[config.mk]
export PLATFORM = sky130hd
export DESIGN_NAME = cmp_status_pipe
export DESIGN_NICKNAME = d
export VERILOG_FILES = /design/src/rtl/cmp_status_pipe.sv
export SDC_FILE = /design/constraint.sdc
export NUM_CORES = 1
export LEC_CHECK = 0
export ABC_AREA = 1
export CAP_MARGIN = 30
export CORE_ASPECT_RATIO = 0.7
export CORE_UTILIZATION = 45
export DETAILED_ROUTE_END_ITERATION = 7
export PLACE_DENSITY = 0.73
export SLEW_MARGIN = 30
export SYNTH_ARGS = -nofsm -noshare
export SYNTH_HDL_FRONTEND = slang
export SYNTH_SLANG_ARGS = --single-unit
[constraint.sdc]
create_clock -name clk -period 5.2 [get_ports clk]
set_clock_uncertainty 0.2 [all_clocks]
set_input_delay 1.3 -clock clk [delete_from_list [all_inputs] [get_ports clk]]
set_output_delay 1.3 -clock clk [all_outputs]
set_load 0.05 [all_outputs]
[src/rtl/cmp_status_pipe.sv]
// cmp_status_pipe: two-stage pipelined magnitude compare.
// Stage 1 forms A-B and registers the NZCV status flags. Stage 2 turns the
// flags into the six relations plus a selectable condition bit. A valid/ready
// handshake runs on both ends, and a saturating counter tallies consumed
// results whose condition held.
module cmp_status_pipe #(
    parameter int WIDTH   = 16,
    parameter int COUNT_W = 8
) (
    input  logic               clk,
    input  logic               reset,
    input  logic               in_valid,
    output logic               in_ready,
    input  logic [WIDTH-1:0]   A,
    input  logic [WIDTH-1:0]   B,
    input  logic               is_signed,
    input  logic [2:0]         cond_sel,
    output logic               out_valid,
    input  logic               out_ready,
    output logic               Z,
    output logic               N,
    output logic               C,
    output logic               V,
    output logic               EQ,
    output logic               NEQ,
    output logic               GT,
    output logic               GTEQ,
    output logic               LT,
    output logic               LTEQ,
    output logic               cond_true,
    input  logic               clr_count,
    output logic [COUNT_W-1:0] match_count
);

    // Condition codes, matching the cond_sel encoding.
    localparam logic [2:0] CC_EQ    = 3'd0;
    localparam logic [2:0] CC_NEQ   = 3'd1;
    localparam logic [2:0] CC_LT    = 3'd2;
    localparam logic [2:0] CC_LTEQ  = 3'd3;
    localparam logic [2:0] CC_GT    = 3'd4;
    localparam logic [2:0] CC_GTEQ  = 3'd5;
    localparam logic [2:0] CC_TRUE  = 3'd6;
    localparam logic [2:0] CC_FALSE = 3'd7;

    localparam logic [COUNT_W-1:0] COUNT_MAX = {COUNT_W{1'b1}};

    // ------------------------------------------------------------------
    // Stage 1 state
    // ------------------------------------------------------------------
    logic       s1_valid_reg;
    logic       s1_z_reg;
    logic       s1_n_reg;
    logic       s1_c_reg;
    logic       s1_v_reg;
    logic       s1_signed_reg;
    logic [2:0] s1_sel_reg;

    // ------------------------------------------------------------------
    // Stage 2 state (drives the outputs directly)
    // ------------------------------------------------------------------
    logic s2_valid_reg;
    logic z_reg;
    logic n_reg;
    logic c_reg;
    logic v_reg;
    logic eq_reg;
    logic neq_reg;
    logic gt_reg;
    logic gteq_reg;
    logic lt_reg;
    logic lteq_reg;
    logic cond_reg;

    logic [COUNT_W-1:0] count_reg;

    // ------------------------------------------------------------------
    // Handshake control
    // ------------------------------------------------------------------
    logic s1_load;
    logic s2_load;
    logic result_fire;

    // Stage 2 can take a new beat when it is empty or its beat is leaving.
    assign s2_load     = s1_valid_reg && (!s2_valid_reg || out_ready);
    // in_ready depends only on register state and out_ready, never on in_valid.
    assign in_ready    = !s1_valid_reg || s2_load;
    assign s1_load     = in_valid && in_ready;
    assign result_fire = s2_valid_reg && out_ready;

    // ------------------------------------------------------------------
    // Stage 1 combinational: subtract via A + ~B + 1 at WIDTH+1 bits so the
    // top bit is the carry (1 = no borrow).
    // ------------------------------------------------------------------
    logic [WIDTH:0] diff;
    logic           z_next;
    logic           n_next;
    logic           c_next;
    logic           v_next;

    assign diff   = {1'b0, A} + {1'b0, ~B} + {{WIDTH{1'b0}}, 1'b1};
    assign z_next = (diff[WIDTH-1:0] == '0);
    assign n_next = diff[WIDTH-1];
    assign c_next = diff[WIDTH];
    // Signed overflow: operands differ in sign and the result sign differs
    // from A's sign.
    assign v_next = (A[WIDTH-1] != B[WIDTH-1]) && (diff[WIDTH-1] != A[WIDTH-1]);

    // Stage 1 register: capture flags and per-beat mode on accept, empty
    // out when the beat advances and nothing replaces it.
    always_ff @(posedge clk) begin
        if (reset) begin
            s1_valid_reg  <= 1'b0;
            s1_z_reg      <= 1'b0;
            s1_n_reg      <= 1'b0;
            s1_c_reg      <= 1'b0;
            s1_v_reg      <= 1'b0;
            s1_signed_reg <= 1'b0;
            s1_sel_reg    <= 3'd0;
        end else if (s1_load) begin
            s1_valid_reg  <= 1'b1;
            s1_z_reg      <= z_next;
            s1_n_reg      <= n_next;
            s1_c_reg      <= c_next;
            s1_v_reg      <= v_next;
            s1_signed_reg <= is_signed;
            s1_sel_reg    <= cond_sel;
        end else if (s2_load) begin
            s1_valid_reg  <= 1'b0;
        end
    end

    // ------------------------------------------------------------------
    // Stage 2 combinational: relations from the stage-1 flags.
    // ------------------------------------------------------------------
    logic       lt_next;
    logic       lteq_next;
    logic       gt_next;
    logic       gteq_next;
    logic       eq_next;
    logic       neq_next;
    logic [7:0] rel_vec;
    logic [7:0] cond_hit;
    logic       cond_next;

    // Signed less-than is N^V; unsigned less-than is a borrow (C clear).
    assign lt_next   = s1_signed_reg ? (s1_n_reg ^ s1_v_reg) : ~s1_c_reg;
    assign eq_next   = s1_z_reg;
    assign neq_next  = ~s1_z_reg;
    assign lteq_next = lt_next | s1_z_reg;
    assign gt_next   = ~lt_next & ~s1_z_reg;
    assign gteq_next = ~lt_next;

    // Relation table indexed by condition code.
    always_comb begin
        rel_vec           = 8'h00;
        rel_vec[CC_EQ]    = eq_next;
        rel_vec[CC_NEQ]   = neq_next;
        rel_vec[CC_LT]    = lt_next;
        rel_vec[CC_LTEQ]  = lteq_next;
        rel_vec[CC_GT]    = gt_next;
        rel_vec[CC_GTEQ]  = gteq_next;
        rel_vec[CC_TRUE]  = 1'b1;
        rel_vec[CC_FALSE] = 1'b0;
    end

    // One-hot select of the requested relation; exactly one code matches.
    generate
        for (genvar gi = 0; gi < 8; gi++) begin : g_cond_sel
            assign cond_hit[gi] = (s1_sel_reg == 3'(gi)) && rel_vec[gi];
        end
    endgenerate

    assign cond_next = |cond_hit;

    // Stage 2 register: all outputs load together so they describe one beat;
    // they hold while the consumer stalls.
    always_ff @(posedge clk) begin
        if (reset) begin
            s2_valid_reg <= 1'b0;
            z_reg        <= 1'b0;
            n_reg        <= 1'b0;
            c_reg        <= 1'b0;
            v_reg        <= 1'b0;
            eq_reg       <= 1'b0;
            neq_reg      <= 1'b0;
            gt_reg       <= 1'b0;
            gteq_reg     <= 1'b0;
            lt_reg       <= 1'b0;
            lteq_reg     <= 1'b0;
            cond_reg     <= 1'b0;
        end else if (s2_load) begin
            s2_valid_reg <= 1'b1;
            z_reg        <= s1_z_reg;
            n_reg        <= s1_n_reg;
            c_reg        <= s1_c_reg;
            v_reg        <= s1_v_reg;
            eq_reg       <= eq_next;
            neq_reg      <= neq_next;
            gt_reg       <= gt_next;
            gteq_reg     <= gteq_next;
            lt_reg       <= lt_next;
            lteq_reg     <= lteq_next;
            cond_reg     <= cond_next;
        end else if (out_ready) begin
            s2_valid_reg <= 1'b0;
        end
    end

    // Match counter: clear wins over a same-cycle increment; saturates at max.
    always_ff @(posedge clk) begin
        if (reset || clr_count) begin
            count_reg <= '0;
        end else if (result_fire && cond_reg && (count_reg != COUNT_MAX)) begin
            count_reg <= count_reg + 1'b1;
        end
    end

    // ------------------------------------------------------------------
    // Output mapping
    // ------------------------------------------------------------------
    assign out_valid   = s2_valid_reg;
    assign Z           = z_reg;
    assign N           = n_reg;
    assign C           = c_reg;
    assign V           = v_reg;
    assign EQ          = eq_reg;
    assign NEQ         = neq_reg;
    assign GT          = gt_reg;
    assign GTEQ        = gteq_reg;
    assign LT          = lt_reg;
    assign LTEQ        = lteq_reg;
    assign cond_true   = cond_reg;
    assign match_count = count_reg;

endmodule

After elaboration in Yosys (flattened, before gate mapping)

Cells that the tools add are included.

Add/sub/neg operators: 3
$mul: 0
Divide/modulo/power cells: 0
Order comparisons: 0
Equal/unequal tests: 9
Shifts and indexed selects: 0
Mux-type cells: 5
Bitwise gates (word level): 7
Reduce and logical (&&, ||, !) cells: 22

Operators with widths:

| cell                    | count |
|---|---|
| $add A16 B16 Y17        | 1 |
| $add A17 B1 Y17 const B | 1 |
| $logic_not A16 Y1       | 1 |
| $not A16 Y16            | 1 |
| $logic_and A1 B1 Y1     | 12 |
| $eq A3 B3 Y1 const B    | 3 |
| $add A8 B1 Y8 const B   | 1 |
| $ne A8 B8 Y1 const B    | 1 |
| $reduce_or A7 Y1        | 1 |
| $eq A3 B2 Y1 const B    | 2 |
| $mux W1                 | 5 |
| $reduce_bool A2 Y1      | 2 |
| $eq A3 B1 Y1 const B    | 1 |
| $logic_not A3 Y1        | 1 |
| $logic_or A1 B1 Y1      | 3 |
| $not A1 Y1              | 3 |
| $logic_not A1 Y1        | 2 |
| $ne A1 B1 Y1            | 2 |
| $and A1 B1 Y1           | 1 |
| $or A1 B1 Y1            | 1 |
| $xor A1 B1 Y1           | 1 |

Register bits after elaboration: 28
Latch bits: 0
RAM bits: 0
Bits in read-only memories: 0
Output and inout bits: 21
Logic and storage cells: 65
Memories kept: 0

Logic depth before layout (Yosys ltp)

Gate-level depths: netlist of run 1.

Depth in word-level cells: 6
Mapped depth: 17

Worst setup path before layout of run 1

Ideal clock, no wire load.

Path kind: input to output
Start point: input port out_ready
End point: output port in_ready
Arrival time: 1760 ps
Data required time: 3700 ps
Slack: 1940 ps
Stages on the path: 2
Path buffers: 0
Cells stage by stage: inv_1 nand3_1

Word-level cells in the longest chain between the ends: 3

RTL lines:

| item                | RTL line | text |
|---|---|---|
| start: declaration  | 19       | `input logic out_ready,` |
| $logic_or A1 B1 Y1  | 84       | `assign s2_load = s1_valid_reg && (!s2_valid_reg \|\| out_ready);` |
| $logic_and A1 B1 Y1 | 84       |  |
| $logic_or A1 B1 Y1  | 86       | `assign in_ready = !s1_valid_reg \|\| s2_load;` |
| end: declaration    | 13       | `output logic in_ready,` |

No other way between the ends.

Worst setup path in the final report of run 1

Same ends and word-level chain as after synthesis.

==> impl_results.md, run 1 <==
- Core area: 4529 um2
- CP required: 3.70 ns
- Worst-path clk slew: 0.10 ns
- Critical Path Most Common Cell: clkdlybuf4s50_1
- Post-CTS Setup Inserts: 0
- Mapped Avg Cell Area: 6.104 um2
- Syn. warnings: 0
- GRT Util Overall: 21.12%
- Initial drt markers: 134
- Setup TNS: 0 ns
- Hold Vio Cnt, Final: 0
- WL/cell: 10.49 um
- Initial core utilization: 48.78%
- Arr. time, crit path: 2.77 ns
- Status: finished, final reports clean
- Worst-skew pair later-pin latency: 0.27 ns
- Worst Setup Path Type: input pin to output port
- Max clock buf depth: 2
- Final setup viols: 0
- Number of remaining DRC errors: 0
- Yosys top cell by area: dfxtp_1
- Share of layout cells above drive strength 1: 4.976%
- Ant diodes: 0
- Vias: 2291
- CTS root buf: clkbuf_8
- First-pass GRT wire length: 8721 um
- Initial antenna violation count: 0
- Max_slew headroom: 65.39%
- Worst-margin pin slew: 0.5175 ns
- # IOs: 62
- Worst setup SP type: input pin
- Die area: 5199 um2
- Port Buffers: 61
- Leakage: 0.001446 uW
- Final wirelength: 5119 um
- Dpl cell area: 2880 um2
- Pre-CTS setup slack: 0.9431 ns
- Mapped cell area: 2210 um2
- Flop2flop setup slack: 3.12 ns
- Yosys reg bits: 28
- Post-DP HPWL: 4225 um
- Final Cell Area: 2952 um2
- Peak Freq: 0.2342 GHz
- Cells along the critical path: clkdlybuf4s50_1, inv_1, nand3_1, clkdlybuf4s50_1
- Final Net Count: 482
- Syn_nets: 421
- GR peak layer: met1
- Final worst slack: 0.9295 ns
- CTS Buf Count: 3
- Pins Over Slew Limit: 0
- Worst VDD drop: 164.0 uV
- GP Congestion: 0.8696
- Post-CTS Resized: 0
- Seq/Total Area, Yosys: 25.37%
- Finished Core Util: 65.17%
- CP peak stage delay: 0.82 ns
- Syn-to-layout area delta: 33.58%
- Crit-path slowest cell: clkdlybuf4s50_1
- Grt met2 use: 31.89%
- Cells after Synth: 362
- Crit path from: out_ready
- RSZ-0062 raised after global routing: no
- Filler instances: 462
- P per Cell Area: 210.2 nW/um2
- Area contributors post-synth: dfxtp_1, nand2_1, inv_1, ha_1, a21oi_1
- Power Total: 620.3 uW
- Cts hold-fix bufs: 0
- Max reg flops: 8
- CP Capture Type: output port
- Clk sinks: 28
- DR pass1 iterations: 4
- Largest net degree at the start of global routing: 17
- CTS tree: built
- Vias in the first global route: 1942
- Largest fanout on the critical path: 3
- Worst min-delay path class: register to register
- GR Layer Usage met1: 31.95%
- Area fraction of the dominant cell type after synthesis: 25.37%
- Vias/cell: 4.695
- Tmin final: 4.271 ns
- Final Cycle Share: 82.13%
- Synth Flop Type: dfxtp_1
- Reg-to-Reg End: match_count[7]$_SDFFE_PP0P_
- Max-cap violations: 0
- Path depth of the worst reg2reg path: 11
- Chip Height: 60.63 um
- RR Startpoint: match_count[0]$_SDFFE_PP0P_
- Row count: 20
- Fraction of registers with async set/reset: 0%
- M3 GR Usage: 4.354%
- Htree depth: 1
- Number of synthesized flops with an enable pin: 0
- Grt ovf: 0
- Netlist cell types: 29
- Die Span X: 85.76 um
- Worst setup path endpoint: in_ready
- Detail Route Antenna Nets: 0
worst max-delay path, delay by kind of cell:
| family | cells | cell delay [ns] |
|---|---|---|
| buffers and inverters | 3 | 1.37 |
| AND/OR/NAND/NOR | 1 | 0.10 |
cell families after synthesis:
family,count (synthesis),synth area share (%)
AND/OR/NAND/NOR,173,34.66
buffers and inverters,78,13.42
AO/OA/AOI/OAI,63,15.23
flip-flops,28,25.37
adder cells (fa/ha/maj),18,10.53
XOR/XNOR,2,0.7929
where the power goes:
part / switching, uW / internal (uW)
logic: 129 / 91.5
clock network: 65.5 / 103
registers: 6.54 / 225
total: 201 / 420
metal layers:
metal	share of wire, %	vias to the layer above	wire [um]
met2	40	54	2061
li1	-	1259	-
met4	0.37	0	19
met5	0	-	0
met3	4.4	2	224
met1	55	976	2814
worst min-delay path by stage:
stage / startpoint / endpoint / cells after the start
after floorplan: s1_c_reg$_SDFFE_PP0P_ / C$_SDFFE_PP0P_ / 2
after global placement: LT$_SDFFE_PP0P_ / LT$_SDFFE_PP0P_ / 2
after detailed placement: LT$_SDFFE_PP0P_ / LT$_SDFFE_PP0P_ / 2
after CTS: LT$_SDFFE_PP0P_ / LT$_SDFFE_PP0P_ / 2
after global routing: NEQ$_SDFFE_PP0P_ / NEQ$_SDFFE_PP0P_ / 2
final: LT$_SDFFE_PP0P_ / LT$_SDFFE_PP0P_ / 2
final cells by class:
type / instances / area (um2) / share of cell area [%]
multi-input cells: 256 / 1353 / 45.82
clock inverters: 1 / 30.03 / 1.017
repair buffers: 61 / 610.6 / 20.69
inverters: 73 / 274.0 / 9.284
clock buffers: 3 / 41.29 / 1.399
well taps: 66 / 82.58 / 2.798
flip-flops and latches: 28 / 560.5 / 18.99
synth_stat cells, types with 2 or more instances:
master,instances
a21oi_1,29
a21oi_2,2
clkbuf_1,4
dfxtp_1,28
ha_1,17
inv_1,73
nand2_1,89
nand2_2,7
nand3_1,24
nand3_2,3
nand3b_1,3
nand4_1,3
nor2_1,35
nor2_2,2
nor3_1,2
o211ai_1,3
o21ai_0,25
or2_4,2
metrics by stage:
step | cells | hold slack, ns
final | 488 | 0.2666
after global routing | 488 | 0.2880
after CTS | 488 | 0.2712
after detailed placement | 484 | 0.2560
after global placement | 484 | 0.2542
after floorplan | 362 | 0.2357
cell usage in the layout, fill, tap and decap left out, drive strengths merged, types with 2 or more instances in the layout:
cell type	instances
o21ai	26
nand4	3
a21oi	31
dfxtp	28
nand3	27
nor2	38
inv	73
o211ai	3
nand2	96
ha	17
nand3b	3
clkdlybuf4s50	61
clkbuf	3
nor3	2
or2	2
(Power assumes the default switching activity.)
==> run 2, diff against run 1 <==
==> constraint.sdc (replaced) <==
create_clock -name clk -period 4.3 [get_ports clk]
set_clock_uncertainty 0.2 [all_clocks]
set_input_delay 1.075 -clock clk [delete_from_list [all_inputs] [get_ports clk]]
set_output_delay 1.075 -clock clk [all_outputs]
set_load 0.05 [all_outputs]
==> impl_results.md, run 2 (same netlist as run 1, synthesis figures left out) <==
- Max-cap violations: 0 (unchanged)
- CP required: 3.02 ns (-0.68 ns)
- Post-DP HPWL: 4221 um (about the same)
- WL/cell: 10.59 um (+0.98%)
- Syn-to-layout area delta: 33.58% (unchanged)
- Port Buffers: 61 (unchanged)
- Worst-skew pair later-pin latency: 0.28 ns (about the same)
- Dpl cell area: 2880 um2 (unchanged)
- Die area: 5199 um2 (unchanged)
- GRT Util Overall: 21.14% (+0.022 points)
- Finished Core Util: 65.17% (unchanged)
- Post-CTS Setup Inserts: 0 (unchanged)
- Commonest non-fill, non-tap cell in the layout: nand2_1
- Hold Vio Cnt, Final: 0 (unchanged)
- Worst min-delay path class: register to register
- Vias/cell: 4.758 (+1.4%)
- Leakage: 0.001446 uW (unchanged)
- Most frequent cells in the layout: nand2_1, inv_1, clkdlybuf4s50_1
- CP Capture Type: output port
- CTS Buf Count: 3 (unchanged)
- Max reg flops: 8 (unchanged)
- Max_slew headroom: 66.06% (+0.67 points)
- Status: finished, final reports clean
- Clk sinks: 28 (unchanged)
- Ant diodes: 0 (unchanged)
- P per Cell Area: 256.6 nW/um2 (+22%)
- Detail Route Antenna Nets: 0 (unchanged)
- Power Total: 757.3 uW (+22%)
- Final wirelength: 5169 um (+0.98%)
- Arr. time, crit path: 2.53 ns (-0.24 ns)
- Layout Cells excl Fill: 488 (unchanged)
- Post-Place Cells: 484 (unchanged)
- Worst-margin pin slew: 0.5074 ns (-0.01006 ns)
- Grt ovf: 0 (unchanged)
- Share of layout cells above drive strength 1: 4.976% (unchanged)
- Setup TNS: 0 ns (unchanged)
- Vias: 2322 (+1.4%)
- First-pass GRT wire length: 8811 um (+1.0%)
- Cts hold-fix bufs: 0 (unchanged)
- Post-CTS Resized: 0 (unchanged)
- Die Span X: 85.76 um (unchanged)
- Largest fanout on the critical path: 3 (unchanged)
- Initial core utilization: 48.78% (unchanged)
- Final Net Count: 482 (unchanged)
- Worst VDD drop: 189.0 uV (+15%)
- Worst setup SP type: input pin
- Largest net degree at the start of global routing: 17 (unchanged)
- RSZ-0062 raised after global routing: no
- Initial drt markers: 115 (-14%)
- Row count: 20 (unchanged)
- Htree depth: 1 (unchanged)
- CTS root buf: clkbuf_8
- Peak Freq: 0.2630 GHz
- Core area: 4529 um2 (unchanged)
- Final setup viols: 0 (unchanged)
- # IOs: 62 (unchanged)
- Initial antenna violation count: 0 (unchanged)
- GP Congestion: 0.8413 (-3.3%)
- Worst Setup Path Type: input pin to output port
- Vias in the first global route: 1997 (+2.8%)
- Chip Height: 60.63 um (unchanged)
- CTS tree: built
- Max clock buf depth: 2 (unchanged)
- Pins Over Slew Limit: 0 (unchanged)
- DR pass1 iterations: 5 (+1)
- Number of remaining DRC errors: 0 (unchanged)
- Worst-path clk slew: 0.10 ns (about the same)
- Tmin final: 3.803 ns
- Final Cycle Share: 88.44%
- Final Cell Area: 2952 um2 (unchanged)
run 2: cell counts in the layout (fill, tap and decap cells not counted):
No cell type changed its count.
run 2: area by class of cell:
class                      instances  area (um2)
inverter                          73       274.0
clock buffer                       3       41.29
timing repair buffer              61       610.6
tap                               66       82.58
clock inverter                     1       30.03
fill                             437        1578
sequential                        28       560.5
multi-input combinational        256        1353
run 2: per-stage QoR:
step | hold slack (ns) | setup slack, ns
after floorplan | 0.2357 | 1.449
after global placement | 0.2541 | 0.5209
after detailed placement | 0.2562 | 0.5149
after CTS | 0.2720 | 0.5052
after global routing | 0.3007 | 0.4596
final | 0.2678 | 0.4971
run 2: per-layer routing:
metal | vias to the layer above | share of wire [%] | GRT usage [%]
li1 | 1262 | - | -
met1 | 999 | 54 | 31.47
met2 | 59 | 40 | 33.03
met3 | 2 | 5.4 | 3.946
met4 | 0 | 0.15 | 2.143
met5 | - | 0 | 0
run 2: worst max-delay path: stages:
cell and delay [ns]:
clkdlybuf4s50_1 0.48, inv_1 0.06, nand3_1 0.10, clkdlybuf4s50_1 0.81
run 2: path summary, 6_finish.rpt:
kind              slack [ns]                   startpoint  cells after the start                          end
setup / recovery        0.50                    out_ready                      4                     in_ready
hold / removal          0.27            LTEQ$_SDFFE_PP0P_                      2            LTEQ$_SDFFE_PP0P_
setup reg to reg        2.25  match_count[0]$_SDFFE_PP0P_                     11  match_count[7]$_SDFFE_PP0P_
hold reg to reg         0.27            LTEQ$_SDFFE_PP0P_                      2            LTEQ$_SDFFE_PP0P_
run 2: where the power goes:
| group | switching [uW] | total, uW | internal (uW) |
|---|---|---|---|
| clock network | 85.6 | 210 | 125 |
| registers | 8.31 | 281 | 272 |
| logic | 155 | 266 | 111 |
| total | 249 | 757 | 508 |
